$ cat config.mk
export PLATFORM = sky130hd
export DESIGN_NAME = cpu_sequencer_flat
export DESIGN_NICKNAME = d
export VERILOG_FILES = /design/src/rtl/cpu_sequencer_pkg.sv /design/src/rtl/cpu_sequencer_if.sv /design/src/rtl/cpu_sequencer_decode.sv /design/src/rtl/cpu_sequencer.sv /design/src/flat_wrapper.sv
export SDC_FILE = /design/constraint.sdc
export NUM_CORES = 1
export LEC_CHECK = 0
export CAP_MARGIN = 20
export CORE_MARGIN = 2
export CORE_UTILIZATION = 32
export DETAILED_ROUTE_END_ITERATION = 10
export GPL_TIMING_DRIVEN = 0
export PLACE_DENSITY = 0.64
export SYNTH_ARGS = -nofsm -noshare
export SYNTH_HDL_FRONTEND = slang
export SYNTH_SLANG_ARGS = --single-unit
$ cat constraint.sdc
create_clock -name clk -period 3 [get_ports clk]
set_input_delay 0.9 -clock clk [delete_from_list [all_inputs] [get_ports clk]]
set_output_delay 0.9 -clock clk [all_outputs]
set_load 0.1 [all_outputs]
$ cat src/rtl/cpu_sequencer_pkg.sv
// rtl/cpu_sequencer_pkg.sv - opcode map, ALU function codes, result-select codes and FSM states.
// PAUSE exists only when CPU_SEQUENCER_SINGLE_STEP_EN is defined.
package cpu_sequencer_pkg;

    typedef enum logic [3:0] {
        OP_ADD  = 4'h0,
        OP_SUB  = 4'h1,
        OP_AND  = 4'h2,
        OP_OR   = 4'h3,
        OP_XOR  = 4'h4,
        OP_NOT  = 4'h5,
        OP_SLL  = 4'h6,
        OP_SRL  = 4'h7,
        OP_ADDI = 4'h8,
        OP_LD   = 4'h9,
        OP_ST   = 4'hA,
        OP_BEQ  = 4'hB,
        OP_BNE  = 4'hC,
        OP_JMP  = 4'hD,
        OP_NOP  = 4'hE,
        OP_HALT = 4'hF
    } opcode_t;

    localparam logic [2:0] FS_ADD = 3'd0;
    localparam logic [2:0] FS_SUB = 3'd1;
    localparam logic [2:0] FS_AND = 3'd2;
    localparam logic [2:0] FS_OR  = 3'd3;
    localparam logic [2:0] FS_XOR = 3'd4;
    localparam logic [2:0] FS_NOT = 3'd5;
    localparam logic [2:0] FS_SLL = 3'd6;
    localparam logic [2:0] FS_SRL = 3'd7;

    localparam logic [1:0] RES_ALU = 2'd0;
    localparam logic [1:0] RES_MEM = 2'd1;
    localparam logic [1:0] RES_PC  = 2'd2;

    typedef enum logic [2:0] {
        ST_FETCH,
        ST_DECODE,
        ST_EXEC,
        ST_MEM,
        ST_HALT
`ifdef CPU_SEQUENCER_SINGLE_STEP_EN
        , ST_PAUSE
`endif
    } state_t;

endpackage

$ cat src/rtl/cpu_sequencer_if.sv
// rtl/cpu_sequencer_if.sv - instruction and data memory handshake bundle.
// master = sequencer side, slave = memory side.
interface cpu_sequencer_if #(
    parameter int INSTR_W = 16
);
    logic [INSTR_W-1:0] imem_rdata;
    logic               imem_req;
    logic               imem_ready;
    logic               dmem_req;
    logic               dmem_we;
    logic               dmem_ready;

    modport master (
        output imem_req, dmem_req, dmem_we,
        input  imem_rdata, imem_ready, dmem_ready
    );

    modport slave (
        input  imem_req, dmem_req, dmem_we,
        output imem_rdata, imem_ready, dmem_ready
    );
endinterface

$ cat src/rtl/cpu_sequencer_decode.sv
// rtl/cpu_sequencer_decode.sv - combinational opcode classifier feeding the sequencer FSM.
module cpu_sequencer_decode
    import cpu_sequencer_pkg::*;
(
    input  opcode_t    i_opcode,
    output logic [2:0] o_fs,
    output logic       o_mb,
    output logic       o_is_mem,
    output logic       o_is_store,
    output logic       o_is_branch,
    output logic       o_branch_pol,
    output logic       o_is_jmp,
    output logic       o_is_halt
);
    always_comb begin
        o_fs         = FS_ADD;
        o_mb         = 1'b0;
        o_is_mem     = 1'b0;
        o_is_store   = 1'b0;
        o_is_branch  = 1'b0;
        o_branch_pol = 1'b0;
        o_is_jmp     = 1'b0;
        o_is_halt    = 1'b0;
        case (i_opcode)
            OP_ADD, OP_SUB, OP_AND, OP_OR,
            OP_XOR, OP_NOT, OP_SLL, OP_SRL: o_fs = i_opcode[2:0];
            OP_ADDI: o_mb = 1'b1;
            OP_LD:   o_is_mem = 1'b1;
            OP_ST: begin
                o_is_mem   = 1'b1;
                o_is_store = 1'b1;
            end
            // branch_pol = 1 means taken on a zero compare result
            OP_BEQ: begin
                o_fs         = FS_SUB;
                o_is_branch  = 1'b1;
                o_branch_pol = 1'b1;
            end
            OP_BNE: begin
                o_fs        = FS_SUB;
                o_is_branch = 1'b1;
            end
            OP_JMP:  o_is_jmp = 1'b1;
            OP_HALT: o_is_halt = 1'b1;
            default: ;
        endcase
    end
endmodule

$ cat src/rtl/cpu_sequencer.sv
// rtl/cpu_sequencer.sv - multi-cycle CPU sequencer: IR, PC and control FSM.
// Optional single-step gate selected by CPU_SEQUENCER_SINGLE_STEP_EN.
module cpu_sequencer
    import cpu_sequencer_pkg::*;
#(
    parameter int DATA_W     = 16,
    parameter int REG_ADDR_W = 4,
    parameter int OPCODE_W   = 4,
    parameter int PC_W       = 16
) (
    input  logic                  clk,
    input  logic                  reset,
    cpu_sequencer_if.master       mem,
`ifdef CPU_SEQUENCER_SINGLE_STEP_EN
    input  logic                  step,
`endif
    input  logic                  alu_zero,
    input  logic [DATA_W-1:0]     reg_a_data,
    output logic [PC_W-1:0]       pc,
    output logic [REG_ADDR_W-1:0] da,
    output logic [REG_ADDR_W-1:0] aa,
    output logic [REG_ADDR_W-1:0] ba,
    output logic [2:0]            fs,
    output logic                  mb,
    output logic [DATA_W-1:0]     imm,
    output logic [1:0]            result_sel,
    output logic                  rw,
    output logic                  il,
    output logic                  halted
);
    localparam int INSTR_W = OPCODE_W + 3*REG_ADDR_W;

`ifdef CPU_SEQUENCER_SINGLE_STEP_EN
    localparam state_t ST_RESUME = ST_PAUSE;
`else
    localparam state_t ST_RESUME = ST_FETCH;
`endif

    state_t             r_state;
    logic [INSTR_W-1:0] r_ir;
    logic [PC_W-1:0]    r_pc;

    opcode_t         w_opcode;
    logic [2:0]      w_fs;
    logic            w_mb, w_is_mem, w_is_store, w_is_branch, w_branch_pol, w_is_jmp, w_is_halt;
    logic            w_is_alu, w_taken, w_run;
    logic [PC_W-1:0] w_br_off;

    assign w_opcode = opcode_t'(r_ir[INSTR_W-1 -: OPCODE_W]);
    assign da       = r_ir[3*REG_ADDR_W-1 -: REG_ADDR_W];
    assign aa       = r_ir[2*REG_ADDR_W-1 -: REG_ADDR_W];
    assign ba       = r_ir[REG_ADDR_W-1:0];

    cpu_sequencer_decode u_decode (
        .i_opcode     (w_opcode),
        .o_fs         (w_fs),
        .o_mb         (w_mb),
        .o_is_mem     (w_is_mem),
        .o_is_store   (w_is_store),
        .o_is_branch  (w_is_branch),
        .o_branch_pol (w_branch_pol),
        .o_is_jmp     (w_is_jmp),
        .o_is_halt    (w_is_halt)
    );

    assign w_is_alu = (w_opcode <= OP_ADDI);
    assign w_taken  = w_is_branch & (alu_zero == w_branch_pol);
    assign w_br_off = PC_W'($signed(da));

    always_ff @(posedge clk) begin
        if (reset) begin
            r_state <= ST_RESUME;
            r_pc    <= '0;
            r_ir    <= '0;
        end else begin
            case (r_state)
                ST_FETCH: if (mem.imem_ready) begin
                    r_ir    <= mem.imem_rdata;
                    r_pc    <= r_pc + PC_W'(1);
                    r_state <= ST_DECODE;
                end
                ST_DECODE: r_state <= ST_EXEC;
                ST_EXEC: begin
                    if (w_is_mem) begin
                        r_state <= ST_MEM;
                    end else if (w_is_halt) begin
                        r_state <= ST_HALT;
                    end else begin
                        // branch offset is relative to the already-incremented pc
                        if (w_taken)  r_pc <= r_pc + w_br_off;
                        if (w_is_jmp) r_pc <= PC_W'(reg_a_data);
                        r_state <= ST_RESUME;
                    end
                end
                ST_MEM:  if (mem.dmem_ready) r_state <= ST_RESUME;
                ST_HALT: r_state <= ST_HALT;
`ifdef CPU_SEQUENCER_SINGLE_STEP_EN
                ST_PAUSE: if (step) r_state <= ST_FETCH;
`endif
                default: r_state <= ST_RESUME;
            endcase
        end
    end

    // strobes are held low while reset is asserted, whatever state is pending
    assign w_run        = ~reset;
    assign pc           = r_pc;
    assign fs           = w_fs;
    assign mb           = w_mb;
    assign imm          = DATA_W'(ba);
    assign mem.imem_req = w_run & (r_state == ST_FETCH);
    assign il           = mem.imem_req & mem.imem_ready;
    assign mem.dmem_req = w_run & (r_state == ST_MEM);
    assign mem.dmem_we  = mem.dmem_req & w_is_store;
    assign result_sel   = (mem.dmem_req & ~w_is_store & mem.dmem_ready) ? RES_MEM : RES_ALU;
    assign rw           = w_run & (((r_state == ST_EXEC) & w_is_alu) |
                                   ((r_state == ST_MEM) & ~w_is_store & mem.dmem_ready));
    assign halted       = w_run & (r_state == ST_HALT);
endmodule
$ cat src/flat_wrapper.sv
// flat-port wrapper written by rule: the top's interface ports become plain ports
module cpu_sequencer_flat import cpu_sequencer_pkg::*;
#(
    parameter int DATA_W     = 16,
    parameter int REG_ADDR_W = 4,
    parameter int OPCODE_W   = 4,
    parameter int PC_W       = 16
)
  (clk, reset, alu_zero, reg_a_data, pc, da, aa, ba, fs, mb, imm, result_sel, rw, il, halted, mem_imem_req, mem_dmem_req, mem_dmem_we, mem_imem_rdata, mem_imem_ready, mem_dmem_ready);
  cpu_sequencer_if mem_i ();
  input  logic clk;
  input  logic reset;
  input  logic alu_zero;
  input  logic [DATA_W-1:0] reg_a_data;
  output logic [PC_W-1:0] pc;
  output logic [REG_ADDR_W-1:0] da;
  output logic [REG_ADDR_W-1:0] aa;
  output logic [REG_ADDR_W-1:0] ba;
  output logic [2:0] fs;
  output logic mb;
  output logic [DATA_W-1:0] imm;
  output logic [1:0] result_sel;
  output logic rw;
  output logic il;
  output logic halted;
  output wire logic [$bits(mem_i.imem_req)-1:0] mem_imem_req;
  output wire logic [$bits(mem_i.dmem_req)-1:0] mem_dmem_req;
  output wire logic [$bits(mem_i.dmem_we)-1:0] mem_dmem_we;
  input wire logic [$bits(mem_i.imem_rdata)-1:0] mem_imem_rdata;
  input wire logic [$bits(mem_i.imem_ready)-1:0] mem_imem_ready;
  input wire logic [$bits(mem_i.dmem_ready)-1:0] mem_dmem_ready;
  assign mem_imem_req = mem_i.imem_req;
  assign mem_dmem_req = mem_i.dmem_req;
  assign mem_dmem_we = mem_i.dmem_we;
  assign mem_i.imem_rdata = mem_imem_rdata;
  assign mem_i.imem_ready = mem_imem_ready;
  assign mem_i.dmem_ready = mem_dmem_ready;
  cpu_sequencer #(.DATA_W(DATA_W), .REG_ADDR_W(REG_ADDR_W), .OPCODE_W(OPCODE_W), .PC_W(PC_W)) u_core (.clk(clk), .reset(reset), .mem(mem_i), .alu_zero(alu_zero), .reg_a_data(reg_a_data), .pc(pc), .da(da), .aa(aa), .ba(ba), .fs(fs), .mb(mb), .imm(imm), .result_sel(result_sel), .rw(rw), .il(il), .halted(halted));
endmodule
# ---- Word-level counts from Yosys, hierarchy flattened
# Cells that the tools add are included.
dict set report classes {
  n_addsub 2
  magnitude_cmp 1
  eq_ne 24
  n_mux 20
  bitwise_logic 15
  n_reduce_logical 9
}
# op n
set op_table {}
lappend op_table {{$mux W16} 5}
lappend op_table {{$pmux W16 S2} 1}
lappend op_table {{$eq A4 B4 Y1 const B} 7}
lappend op_table {{$add A16 B1 Y16 const B} 1}
lappend op_table {{$add A16 B16 Y16} 1}
lappend op_table {{$eq A4 B3 Y1 const B} 4}
lappend op_table {{$pmux W3 S5} 1}
lappend op_table {{$and A1 B1 Y1} 12}
lappend op_table {{$mux W3} 4}
lappend op_table {{$eq A4 B2 Y1 const B} 2}
lappend op_table {{$mux W1} 8}
lappend op_table {{$ne A2 B2 Y1 const B} 4}
lappend op_table {{$reduce_or A8 Y1} 1}
lappend op_table {{$eq A3 B2 Y1 const B} 2}
lappend op_table {{$pmux W3 S2} 1}
lappend op_table {{$reduce_and A5 Y1} 1}
lappend op_table {{$eq A4 B1 Y1 const B} 1}
lappend op_table {{$le A4 B4 Y1 const B} 1}
lappend op_table {{$logic_not A4 Y1} 1}
lappend op_table {{$reduce_and A2 Y1} 2}
lappend op_table {{$reduce_or A2 Y1} 2}
lappend op_table {{$eq A3 B1 Y1 const B} 1}
lappend op_table {{$eq A3 B3 Y1 const B} 1}
lappend op_table {{$logic_not A3 Y1} 1}
lappend op_table {{5 further kinds} 6}
dict set report totals {
  ff_bits 35
  output_inout_bits 56
  elab_cells 74
}

# ---- Logic depth before layout (Yosys ltp)
dict set report depth {
  word_depth 9
  ltp_mapped 10
  depth_no_buf 9
}

# ---- Modules after synthesis
# A second synthesis with hierarchy kept.
dict set report hier_totals {
  hier_cells 414
  area_unflattened_um2 3050.4
}
# module instances cells_each area_each_um2 seq_area_each_um2
set modules_own_cells {}
lappend modules_own_cells {cpu_sequencer 1 393 2924.1 700.7}
lappend modules_own_cells {cpu_sequencer_decode 1 21 126.4 0.0}

# ---- Worst setup path after synthesis
# No wires, ideal clock.
dict set report synth_path {
  path_type {input-to-output}
  from {input reset}
  to {output rw}
  arrival_time_ns 5.397
  required_time_ns 2.100
  slack_ns -3.297
  stages 4
  path_buffers 0
  cell_sequence {nor3_1 -> nand2_1 -> a21oi_1 -> or2_2}
}
dict set report synth_via {
  elab_chain_cells 2
}
# element line
set synth_lines {}
lappend synth_lines {{start: declaration} flat_wrapper.sv:12} ;# input logic reset;
lappend synth_lines {{$not A1 Y1} cpu_sequencer.sv:106} ;# assign w_run = ~reset;
lappend synth_lines {{$and A1 B1 Y1} cpu_sequencer.sv:116} ;# assign rw = w_run & (((r_state == ST_EXEC) & w_is_alu) |
lappend synth_lines {{end: declaration} flat_wrapper.sv:23} ;# output logic rw;
# Every way passes these cells.

# ---- Final worst setup path
dict set report layout_path {
  from {input mem_imem_ready}
  to {output il}
}
dict set report layout_via {
  elab_chain_cells 1
}
# element line
set layout_lines {}
lappend layout_lines {{start: declaration} flat_wrapper.sv:30} ;# input wire logic [$bits(mem_i.imem_ready)-1:0] mem_imem_ready;
lappend layout_lines {{$and A1 B1 Y1} cpu_sequencer.sv:112} ;# assign il = mem.imem_req & mem.imem_ready;
lappend layout_lines {{end: declaration} flat_wrapper.sv:24} ;# output logic il;
# Every way passes these cells.

==> results.yml <==
timing:
  max_freq_ghz: 0.3363
  tightest_slew_ns: 0.9884
  slew_headroom: 0.3390
  timing.final.hold_violations: 0
  period_needed_ns: 2.974
  setup_viol: 0
  rsz0062_at_grt: "false"
  finClkSkew_ns: 0.009324
  min_period_over_period: 0.9913
  slew_viol_final: 0
  setup_ws_ns: 0.02617
min_path:
  hold_path_class: "reg -> reg"
  min_from: "u_core.r_ir[4]$_SDFFE_PP0P_"
  hold_path_depth: 2
  hold-path-endpoint: "u_core.r_ir[4]$_SDFFE_PP0P_"
power:
  p_leak_nw: 1.715
  power_frac_seq: 0.313
  ir_drop_v: 0.0002590
  p_int_mw: 0.9637
  power_switching_mw: 0.7068
  swShare: 0.4231
  powerDensity_nw_per_um2: 392.5
  clockPowerShare: 0.266
  comb_power_share: 0.421
worst_setup_path:
  r2r-end: "u_core.pc[12]$_SDFFE_PP0P_"
  cp_max_fo: 3
  cp-startpoint: "mem_imem_ready"
  r2r_cells: 9
  worstReg2RegStart: "u_core.pc[0]$_SDFFE_PP0P_"
  crit_arrival_ns: 2.07
  setup.worst_path.start_class: "primary input"
  critPathRequiredTime_ns: 2.10
  worstSetupEndpointType: "output pin"
  crit_type: "in -> out"
  r2r_setup_slack_ns: 0.29
grt:
  grt_pass1_wl_um: 14810
  grt_max_degree: 19
  grt_overflow: 0
  track_usage: 0.1778
  grt_pass1_vias: 3028
  antenna_found_initial: 0
layout:
  area_growth_pct: 40.35
  layout-drive-gt1-share: 0.1494
  final_cells: 633
  final_net_count: 575
  num-fill-cells: 970
  n_antenna_cell: 0
  finalInstanceArea_sq_um: 4257
  post-route-util: 0.4629
die:
  die_area_sq_um: 10270
  die_x_um: 101.4
  initial_core_util: 0.3298
  core_area_sq_um: 9196
  die-height_um: 101.4
  rows: 35
  boundaryPins: 93
clocking:
  clk_pin_slew_ns: 0.08
  clock_sinks: 35
  clk_latency_ns: 0.29
  clockBufferDepth: 2
  cts_buffers: 5
  tritoncts: "built"
  htreeDepth: 2
  cts_root_buf: "clkbuf_8"
place:
  portBuffers: 79
  gp_congestion: 0.8706
  hpwl_um: 6964
  dpl_cell_area_sq_um: 4089
  dp_cells: 624
  post-place-ws_ns: -1.489
routing:
  dr.first_iter.drc_count: 198
  wl_per_cell_um: 14.56
  vias: 3316
  viasPerCell: 5.239
  drc_errors: 0
  ant_nets: 0
  totalWireLength_um: 9216
  firstDrtPassIters: 5
synthesis:
  synth-seq-area-share: 0.2310
  yosys_most_used_dff: "dfxtp_1"
  synth_cells: 422
  yosysUniqueCellTypes: 57
  syn_area_per_cell_sq_um: 7.187
  yosys_warnings: 0
  synth_edf_count: 0
  syn_area_sq_um: 3033
  async_flop_share: 0
  ys_ff_latch: 35
run:
  cap_violations: 0
status:
  status: "completed"
[placed cells by master, fill, tap and decap left out, drive strengths merged, types with 4 or more instances in the layout]
cell type	Yosys	final
and4	4	4
nand2	63	63
dfxtp	35	35
nand4	4	4
nand3	15	15
nand2b	4	4
clkdlybuf4s50	0	65
clkbuf	23	30
nand3b	4	4
a21o	8	8
xnor2	7	7
a21oi	53	53
o211ai	6	6
ha	16	16
o22ai	4	4
and3	6	6
mux2i	7	7
nor2	29	29
buf	36	42
o21ai	24	24
inv	6	7
clkdlybuf4s15	0	5
conb	1	13
xor2	5	5
nor3	14	14
[logic make-up after synthesis]
kind of cell / share of synthesized area
other: 0.001236
AND/OR/NAND/NOR: 0.2583
adder cells (fa/ha/maj): 0.07261
buffers and inverters: 0.1229
XOR/XNOR: 0.03465
flip-flops: 0.2310
multiplexers: 0.02310
AO/OA/AOI/OAI: 0.2562
[power by group through the flow]
stage	combinational (mW)	clock (mW)	sequential (mW)
after floorplan	0.456	0	0.602
after global placement	0.688	0	0.534
after detailed placement	0.692	0	0.535
after CTS	0.701	0.455	0.524
after global routing	0.743	0.471	0.529
final	0.703	0.444	0.523
[worst max-delay path: stages]
cell             delay [ns]
clkdlybuf4s15_1        0.21
or4b_4                 0.51
clkbuf_16              0.18
nor2_4                 0.10
buf_12                 0.18
[sequential cells by signal, summed over array words and instances (netlist names)]
| register | count |
|---|---|
| u_core.r_ir | 16 |
| u_core.r_state | 3 |
| u_core.pc | 16 |
[synth_stat cells (3+ instances only)]
library cell	n	area [sq um]
nand3_1	15	75.07
o21ai_0	24	120.1
nor2b_1	3	18.77
nand4_1	4	25.02
a21oi_1	53	265.3
dfxtp_1	35	700.7
mux2i_1	7	70.07
ha_1	16	200.2
o22ai_1	4	25.02
nor3_1	14	70.07
nand3b_1	4	30.03
buf_4	29	217.7
o221ai_1	3	26.28
a311oi_1	3	26.28
nand2_1	63	236.5
nand2b_1	4	25.02
and4_1	4	35.03
nor4_1	3	18.77
o31ai_1	3	22.52
clkbuf_1	23	86.33
o211ai_1	6	45.04
and3_1	6	37.54
inv_1	6	22.52
buf_2	4	20.02
nor2_1	29	108.9
xnor2_1	7	61.31
xor2_1	5	43.79
a21o_1	8	60.06
a211oi_1	3	22.52
a31oi_1	3	18.77
[layer usage]
metal  global-route usage  vias to the layer above  part of all wire
met3              0.02968                        4             0.058
met2               0.3011                      108              0.48
met1               0.2405                     1532              0.46
met5                    0                        -                 0
li1                     -                     1672                 -
met4              0.03222                        0            0.0033
[per-stage QoR]
stage               total power, mW  TNS [ns]  hold slack, ns
floorplan                     1.058    -1.320          0.4367
global placement              1.222    -9.217          0.4460
detailed placement            1.227    -9.760          0.4519
CTS                           1.680         0          0.4670
global route                  1.743         0          0.4816
finish                        1.671         0          0.4609
[worst max path at each step]
stage	end	slack (ns)	cells after the start
2_1_floorplan	rw	-0.73	4
3_3_place_gp	il	-1.50	5
3_5_place_dp	il	-1.49	5
4_1_cts	halted	0.004	3
5_1_grt	il	0.007	5
6_report	il	0.03	5
[area by class of cell]
type,count,area [sq um],area share
Buffer,57,380.4,0.08936
Clock buffer,5,68.82,0.01617
Clock inverter,3,47.55,0.01117
Inverter,6,22.52,0.005291
Multi-Input combinational cell,334,2083,0.4894
Sequential cell,35,701.9,0.1649
Tap cell,111,138.9,0.03263
Timing Repair Buffer,82,813.3,0.1911
[what timing repair did]
action / 4_1_cts / 5_1_grt
resized for setup: 64 / 8
setup endpoints to repair: 12 / 11
pin swaps: 0 / 1
setup buffers: 2 / 0
hold buffers: 0 / 0
(Power assumes the default switching activity.)
